--- src/rtl/arith_pkg.sv ---
// Shared arithmetic-library types: serial datapath FSM states and count-width helper.
package arith_pkg;

    typedef enum logic [1:0] {
        IDLE = 2'd0,
        RUN  = 2'd1,
        DONE = 2'd2
    } state_e;

    localparam int unsigned DEFAULT_WIDTH = 8;
    localparam int unsigned DEFAULT_CNT_W = $clog2(DEFAULT_WIDTH);

    // Bit-counter width for a WIDTH-bit serial operation (at least one bit).
    function automatic int unsigned cnt_w(input int unsigned width);
        return (width < 2) ? 1 : $clog2(width);
    endfunction

endpackage

--- src/rtl/serial_sub_if.sv ---
// Start/done handshake and operand/result bus of the bit-serial subtractor.
// Optional SERIAL_SUB_SIGNED_OVF_EN adds the signed-overflow flag ovf.
interface serial_sub_if #(
    parameter int unsigned WIDTH = 8
);
    logic             start;
    logic [WIDTH-1:0] a;
    logic [WIDTH-1:0] b;
    logic             busy;
    logic             done;
    logic [WIDTH-1:0] diff;
    logic             bout;
`ifdef SERIAL_SUB_SIGNED_OVF_EN
    logic             ovf;
`endif

    modport master (
        output start, a, b,
`ifdef SERIAL_SUB_SIGNED_OVF_EN
        input  ovf,
`endif
        input  busy, done, diff, bout
    );

    modport slave (
        input  start, a, b,
`ifdef SERIAL_SUB_SIGNED_OVF_EN
        output ovf,
`endif
        output busy, done, diff, bout
    );
endinterface

--- src/rtl/serial_sub_fs.sv ---
// Combinational 1-bit full subtractor: d = x - y - bin, with borrow out.
module fs (
    input  logic x,
    input  logic y,
    input  logic bin,
    output logic d,
    output logic bout
);
    assign d    = x ^ y ^ bin;
    assign bout = (~x & y) | (~(x ^ y) & bin);
endmodule

--- src/rtl/serial_sub.sv ---
// Bit-serial WIDTH-bit subtractor (diff = a - b, LSB first) with start/done handshake.
// Define SERIAL_SUB_SIGNED_OVF_EN to add the two's-complement overflow output ovf.
module serial_sub
    import arith_pkg::*;
#(
    parameter int unsigned WIDTH = DEFAULT_WIDTH
) (
    input  logic        clk,
    input  logic        rst,
    serial_sub_if.slave bus
);
    localparam int unsigned    CW   = cnt_w(WIDTH);
    localparam logic [CW-1:0]  LAST = CW'(WIDTH - 1);

    state_e           state_q, state_d;
    logic [WIDTH-1:0] a_sr_q, a_sr_d;
    logic [WIDTH-1:0] b_sr_q, b_sr_d;
    logic [WIDTH-1:0] res_q, res_d;
    logic             borrow_q, borrow_d;
    logic [CW-1:0]    cnt_q, cnt_d;
    logic             busy_q, busy_d;
    logic             done_q, done_d;
    logic [WIDTH-1:0] diff_q, diff_d;
    logic             bout_q, bout_d;
`ifdef SERIAL_SUB_SIGNED_OVF_EN
    logic             a_msb_q, a_msb_d;
    logic             b_msb_q, b_msb_d;
    logic             ovf_q, ovf_d;
`endif

    logic fs_d;
    logic fs_bout;

    fs u_fs (
        .x    (a_sr_q[0]),
        .y    (b_sr_q[0]),
        .bin  (borrow_q),
        .d    (fs_d),
        .bout (fs_bout)
    );

    // Next-state and datapath update.
    always_comb begin
        state_d  = state_q;
        a_sr_d   = a_sr_q;
        b_sr_d   = b_sr_q;
        res_d    = res_q;
        borrow_d = borrow_q;
        cnt_d    = cnt_q;
        diff_d   = diff_q;
        bout_d   = bout_q;
`ifdef SERIAL_SUB_SIGNED_OVF_EN
        a_msb_d  = a_msb_q;
        b_msb_d  = b_msb_q;
        ovf_d    = ovf_q;
`endif

        case (state_q)
            IDLE: begin
                if (bus.start) begin
                    a_sr_d   = bus.a;
                    b_sr_d   = bus.b;
                    res_d    = '0;
                    borrow_d = 1'b0;
                    cnt_d    = '0;
                    state_d  = RUN;
`ifdef SERIAL_SUB_SIGNED_OVF_EN
                    a_msb_d  = bus.a[WIDTH-1];
                    b_msb_d  = bus.b[WIDTH-1];
`endif
                end
            end
            RUN: begin
                a_sr_d   = a_sr_q >> 1;
                b_sr_d   = b_sr_q >> 1;
                res_d    = {fs_d, res_q[WIDTH-1:1]};
                borrow_d = fs_bout;
                cnt_d    = cnt_q + CW'(1);
                if (cnt_q == LAST) begin
                    state_d = DONE;
                    diff_d  = {fs_d, res_q[WIDTH-1:1]};
                    bout_d  = fs_bout;
`ifdef SERIAL_SUB_SIGNED_OVF_EN
                    // fs_d is the result MSB on the final bit.
                    ovf_d   = (a_msb_q != b_msb_q) && (fs_d != a_msb_q);
`endif
                end
            end
            DONE:    state_d = IDLE;
            default: state_d = IDLE;
        endcase

        busy_d = (state_d == RUN);
        done_d = (state_d == DONE);
    end

    always_ff @(posedge clk) begin
        if (rst) begin
            state_q  <= IDLE;
            a_sr_q   <= '0;
            b_sr_q   <= '0;
            res_q    <= '0;
            borrow_q <= 1'b0;
            cnt_q    <= '0;
            busy_q   <= 1'b0;
            done_q   <= 1'b0;
            diff_q   <= '0;
            bout_q   <= 1'b0;
`ifdef SERIAL_SUB_SIGNED_OVF_EN
            a_msb_q  <= 1'b0;
            b_msb_q  <= 1'b0;
            ovf_q    <= 1'b0;
`endif
        end else begin
            state_q  <= state_d;
            a_sr_q   <= a_sr_d;
            b_sr_q   <= b_sr_d;
            res_q    <= res_d;
            borrow_q <= borrow_d;
            cnt_q    <= cnt_d;
            busy_q   <= busy_d;
            done_q   <= done_d;
            diff_q   <= diff_d;
            bout_q   <= bout_d;
`ifdef SERIAL_SUB_SIGNED_OVF_EN
            a_msb_q  <= a_msb_d;
            b_msb_q  <= b_msb_d;
            ovf_q    <= ovf_d;
`endif
        end
    end

    assign bus.busy = busy_q;
    assign bus.done = done_q;
    assign bus.diff = diff_q;
    assign bus.bout = bout_q;
`ifdef SERIAL_SUB_SIGNED_OVF_EN
    assign bus.ovf  = ovf_q;
`endif

endmodule

--- src/flat_wrapper.sv ---
// flat-port wrapper written by rule: the top's interface ports become plain ports
module serial_sub_flat import arith_pkg::*;
#(
    parameter int unsigned WIDTH = DEFAULT_WIDTH
)
  (clk, rst, bus_start, bus_a, bus_b, bus_busy, bus_done, bus_diff, bus_bout);
  serial_sub_if #(.WIDTH(WIDTH)) bus_i ();
  input  logic clk;
  input  logic rst;
  input wire logic [$bits(bus_i.start)-1:0] bus_start;
  input wire logic [$bits(bus_i.a)-1:0] bus_a;
  input wire logic [$bits(bus_i.b)-1:0] bus_b;
  output wire logic [$bits(bus_i.busy)-1:0] bus_busy;
  output wire logic [$bits(bus_i.done)-1:0] bus_done;
  output wire logic [$bits(bus_i.diff)-1:0] bus_diff;
  output wire logic [$bits(bus_i.bout)-1:0] bus_bout;
  assign bus_i.start = bus_start;
  assign bus_i.a = bus_a;
  assign bus_i.b = bus_b;
  assign bus_busy = bus_i.busy;
  assign bus_done = bus_i.done;
  assign bus_diff = bus_i.diff;
  assign bus_bout = bus_i.bout;
  serial_sub #(.WIDTH(WIDTH)) u_core (.clk(clk), .rst(rst), .bus(bus_i));
endmodule
--- config.mk ---
export PLATFORM = sky130hd
export DESIGN_NAME = serial_sub_flat
export DESIGN_NICKNAME = d
export VERILOG_FILES = /design/src/rtl/arith_pkg.sv /design/src/rtl/serial_sub_if.sv /design/src/rtl/serial_sub_fs.sv /design/src/rtl/serial_sub.sv /design/src/flat_wrapper.sv
export SDC_FILE = /design/constraint.sdc
export NUM_CORES = 1
export LEC_CHECK = 0
export ABC_AREA = 1
export BUFFER_PORTS_ARGS = -buffer_cell sky130_fd_sc_hd__buf_4
export CAP_MARGIN = 40
export CORE_UTILIZATION = 55
export DETAILED_ROUTE_END_ITERATION = 7
export PLACE_DENSITY_LB_ADDON = 0.1
export RECOVER_POWER = 25
export SLEW_MARGIN = 20
export SYNTH_ARGS = -nofsm -noshare
export SYNTH_HDL_FRONTEND = slang
export SYNTH_SLANG_ARGS = --single-unit
--- constraint.sdc ---
create_clock -name clk -period 1.24 [get_ports clk]
set_input_delay 0.248 -clock clk [delete_from_list [all_inputs] [get_ports clk]]
set_output_delay 0.248 -clock clk [all_outputs]
set_load 0.01 [all_outputs]
== Word level (Yosys, flattened, before mapping) ==
Cells that the tools add are included.

* Bits in registers: 41
* Word-level logic and storage cells: 40
* Bits of input ports: 19
* Output and inout port bits: 11

* Bitwise gates (word level): 7
* Eq/ne operators: 5
* Reduce and logical (&&, ||, !) cells: 4
* Add/subtract/negate cells: 1
* Muxes and demuxes: 13

{| class="wikitable"
|+ Operators by type and width
! kind !! number
|-
| case mux 8 bit (2 select lines) || 3
|-
| two-way mux 8 bit || 3
|-
| case mux 3 bit (2 select lines) || 1
|-
| equality test 2 x 1 -> 1 bit, second input constant || 2
|-
| two-way mux 2 bit || 2
|-
| case mux 2 bit (2 select lines) || 1
|-
| AND reduction 2 bit || 2
|-
| adder 3 x 1 -> 3 bit, second input constant || 1
|-
| equality test 3 bit, second input constant || 1
|-
| two-way mux 3 bit || 1
|-
| AND 1 bit || 2
|-
| equality test 2 bit, second input constant || 1
|-
| zero test 2 bit || 1
|-
| != test 2 bit, second input constant || 1
|-
| NOT 1 bit || 2
|-
| case mux 1 bit (2 select lines) || 1
|-
| nonzero test 2 bit || 1
|-
| XOR 1 bit || 2
|-
| two-way mux 1 bit || 1
|-
| bitwise OR 1 bit || 1
|}

== Logic depth before layout (Yosys ltp) ==
* Depth in word-level cells: 5
* Depth in mapped cells: 7
* Depth with buffers taken out: 6

== By module ==
A second synthesis with hierarchy kept.

* Cell total of the unflattened synthesis: 248
* Area, all modules: 1,730.4 um^2

{| class="wikitable"
|+ By module, submodules not included
! module !! cells an instance !! area an instance (um^2) !! sequential area each (um^2) !! times used
|-
| serial_sub || 244 || 1,699.1 || 800.8 || 1
|-
| fs || 4 || 31.3 || 0.0 || 1
|}

== Least setup slack after synthesis ==
No wires, ideal clock.

* Path kind: reg-to-reg
* From: register u_core.cnt_q[0]
* To: register u_core.diff_q[0] (netlist: u_core.bus.diff[0])
* Data arrival time: 1,047 ps
* Setup slack: 122 ps
* Library setup time: 70 ps
* Required time: 1,170 ps
* Path buffers: 0
* Cell stages (with the launch flop): 6
* Path through: dfxtp_1 ha_1 ha_1 nand2_1 nand2_1 a21oi_1

* Longest elaborated chain between the ends: 2

{| class="wikitable"
|+ Ends and longest elaborated chain
! what !! line !! text
|-
| from (decl) || serial_sub.sv:20 || <nowiki>logic [CW-1:0] cnt_q, cnt_d;</nowiki>
|-
| from (signal assigned) || serial_sub.sv:120 || <nowiki>cnt_q <= cnt_d;</nowiki>
|-
| equality test 3 bit || serial_sub.sv:79 || <nowiki>if (cnt_q == LAST) begin</nowiki>
|-
| AND reduction 2 bit (no line) || - ||
|-
| to (signal assigned) || serial_sub.sv:123 || <nowiki>diff_q <= diff_d;</nowiki>
|-
| to (decl) || serial_sub.sv:23 || <nowiki>logic [WIDTH-1:0] diff_q, diff_d;</nowiki>
|}

No other way between the ends.
A chain may end at the register's enable or synchronous reset.

== Final worst setup path ==
* From: register u_core.cnt_q[0]
* To: register u_core.bout_q (netlist: u_core.bus.bout)

* Longest elaborated chain between the ends: 2

{| class="wikitable"
|+ Ends and longest elaborated chain
! what !! line !! text
|-
| equality test 3 bit || serial_sub.sv:79 ||
|-
| AND reduction 2 bit (no line) || - ||
|-
| to (signal assigned) || serial_sub.sv:124 || <nowiki>bout_q <= bout_d;</nowiki>
|-
| to (decl) || serial_sub.sv:24 || <nowiki>logic bout_q, bout_d;</nowiki>
|}

No other way between the ends.

==> impl_metrics.yaml <==
run_status:
  outcome: "finished clean"
die:
  coreArea_sq_um: 3050
  io_pins: 30
  die_x_um: 58.8
  die-area_sq_um: 3450
  fp-row-count: 20
  start_util_pct: 58.1
  dieHeight_um: 58.8
power:
  pwr_density_cell_nw_per_um2: 1120
  p_total_mw: 2.40
  irDropWorstVdd_uv: 883
  leakagePower_nw: 1.03
routing:
  ant_nets: 0
  vias: 1617
  firstDrtPassIters: 4
  wl_per_cell_um: 10.8
  drc_errors: 0
  routed_wl_um: 3590
  viasPerCell: 4.89
  drtIter0Drc: 68
sta:
  skew_ns: 0.00674
  setup_viol: 0
  timing.fmax_mhz: 862
  hold_viol_final: 0
  tightest_slew_ns: 0.207
  rsz0062_at_grt: "yes"
  slew_viol_final: 0
  fin_crit_sh_pct: 93.6
  period_needed_ns: 1.16
  relSlewSlack_pct: 86.2
yosys:
  synth_seq_cells: 40
  yosysSeqAreaShare_pct: 45.2
  postSynthAreaPerCell_sq_um: 7.06
  synth_top_cell_area_share_pct: 45.2
  syn_inst: 251
  ys_warn_count: 0
  synth_area_leaders: "dfxtp_1 (45%), nand3_1 (14%), nand2_1 (12%), inv_1 (6.8%), a21oi_1 (4.0%)"
  yosysTopAreaCell: "dfxtp_1"
  syn_area_sq_um: 1770
  synth.distinct_cells: 19
  synth_nets: 273
hold_path:
  min_path_type: "primary input to flip-flop"
  hold_depth: 3
cts:
  numCtsBuffers: 5
  htreeDepth: 2
  clkSinkCount: 40
  cts_setup_buffers: 0
  hold_buffers: 0
  clk_pin_slew_ns: 0.11
  post_cts_resized: 1
  clockRootBuffer: "clkbuf_4"
  clk_path_buf_depth: 2
  cts_tree: "built"
  clock_latency_ns: 0.35
final_layout:
  fillers: 276
  num_antenna_cells: 0
  nets: 309
  fin_cells: 331
  drive_above_1_share_pct: 18.5
  syn_to_final_growth_pct: 21.0
placed_design:
  io_buffers: 29
  gp_congestion: 0.784
  dp.cells: 324
  dp_hpwl_um: 2550
global_routing:
  grt_antenna_before_repair: 0
  overflow: 0
  grt_max_degree: 25
  grt_pass1_vias: 1369
  grt_use_total_pct: 22.8
  grt_pass1_wl_um: 5920
worst_setup_path:
  crit_path_end_kind: "flip-flop"
  arrival_ns: 1.41
  cp_num_cells: 5
  crit_type: "flip-flop to flip-flop"
  startpoint_type: "flip-flop"
  crit_family: "flip-flops"
  cp_slowest_cell: "dfxtp_1"
  critPathBufInv: 0
  crit_path_max_fanout: 9
  rr_worst_depth: 5
  crit_chain: "ha_1 -> ha_2 -> nand2_2 -> nand3_1 -> o21ai_0"
  max_stage_delay_ns: 0.37
  cp_data_required_time_ns: 1.49
job:
  drv_cap: 0
-- routing by layer --
layer,vias to the layer above,part of all wire (%),track usage (%)
met4,0,1.2,6.80
met1,705,49,31.2
li1,868,-,-
met3,6,5.4,6.81
met2,38,45,34.7
met5,-,0,0
-- report_power, final --
group | internal (mW) | total, mW | switching, mW
Combinational | 0.186 | 0.406 | 0.220
Sequential | 1.35 | 1.37 | 0.0263
Clock | 0.207 | 0.620 | 0.414
-- area by class of cell --
type	count	area [sq um]	area share (%)
clock inverters	2	12.5	0.583
well taps	44	55.1	2.57
flip-flops and latches	40	802	37.4
multi-input cells	161	773	36.1
clock buffers	5	37.5	1.75
inverters	36	138	6.42
repair buffers	43	327	15.2
-- state kept, by name, indices dropped and copies added (netlist names), 2 cells and up --
register / flops
u_core.a_sr_q: 8
u_core.b_sr_q: 8
u_core.bus.diff: 8
u_core.cnt_q: 3
u_core.res_q: 7
u_core.state_q: 2
-- stage by stage --
stage	setup WS (ns)	util [%]	setup TNS, ns	cell area [sq um]	hold slack, ns
after CTS	0.00427	70.9	0	2160	0.110
after global routing	-0.0194	70.2	-0.0278	2140	0.104
final	0.0795	70.2	0	2140	0.117
after detailed placement	-0.0225	69.2	-0.0362	2110	0.454
after global placement	0.0486	69.2	0	2110	0.437
after floorplan	0.122	-	0	1770	0.317
-- cells by family after synthesis --
family                   Yosys count  share of synthesized area, %
AND/OR/NAND/NOR                  140                          35.0
buffers and inverters             50                          11.9
flip-flops                        40                          45.2
AO/OA/AOI/OAI                     18                          5.36
adder cells (fa/ha/maj)            3                          2.54
-- cell usage after synthesis --
cell type,count
buf_4,4
o21a_1,2
dfxtp_1,40
buf_1,1
nor2_4,1
nand2_2,2
clkbuf_1,2
nor2_1,16
o21ai_0,2
a21oi_1,14
nand3_1,49
inv_2,4
nand3b_1,1
ha_1,2
nor3_1,14
nand2_1,57
fa_1,1
inv_1,32
buf_2,7
-- cell usage in the layout, fill, tap and decap left out, types with 2 or more instances in the layout --
cell type,n
a21oi_1,14
nand3_1,48
clkbuf_4,5
o21a_1,2
nor3_1,14
buf_4,31
o21ai_0,2
inv_2,3
buf_12,3
nor2_1,15
nand2_2,3
nand2_1,56
inv_1,32
dfxtp_1,39
clkbuf_1,9
-- path summary, 6_finish.rpt --
kind	startpoint	to	slack [ns]
max	u_core.cnt_q[0]	u_core.bus.bout	0.08
min	bus_b[6]	u_core.b_sr_q[6]	0.12
max reg2reg	u_core.cnt_q[0]	u_core.bus.bout	0.08
min reg2reg	u_core.cnt_q[0]	u_core.cnt_q[0]	0.48
-- worst min-delay path: cells and delay by family --
family                 cells  cell delay [ns]
AND/OR/NAND/NOR            2             0.12
buffers and inverters      1             0.08
(Power assumes the default switching activity.)
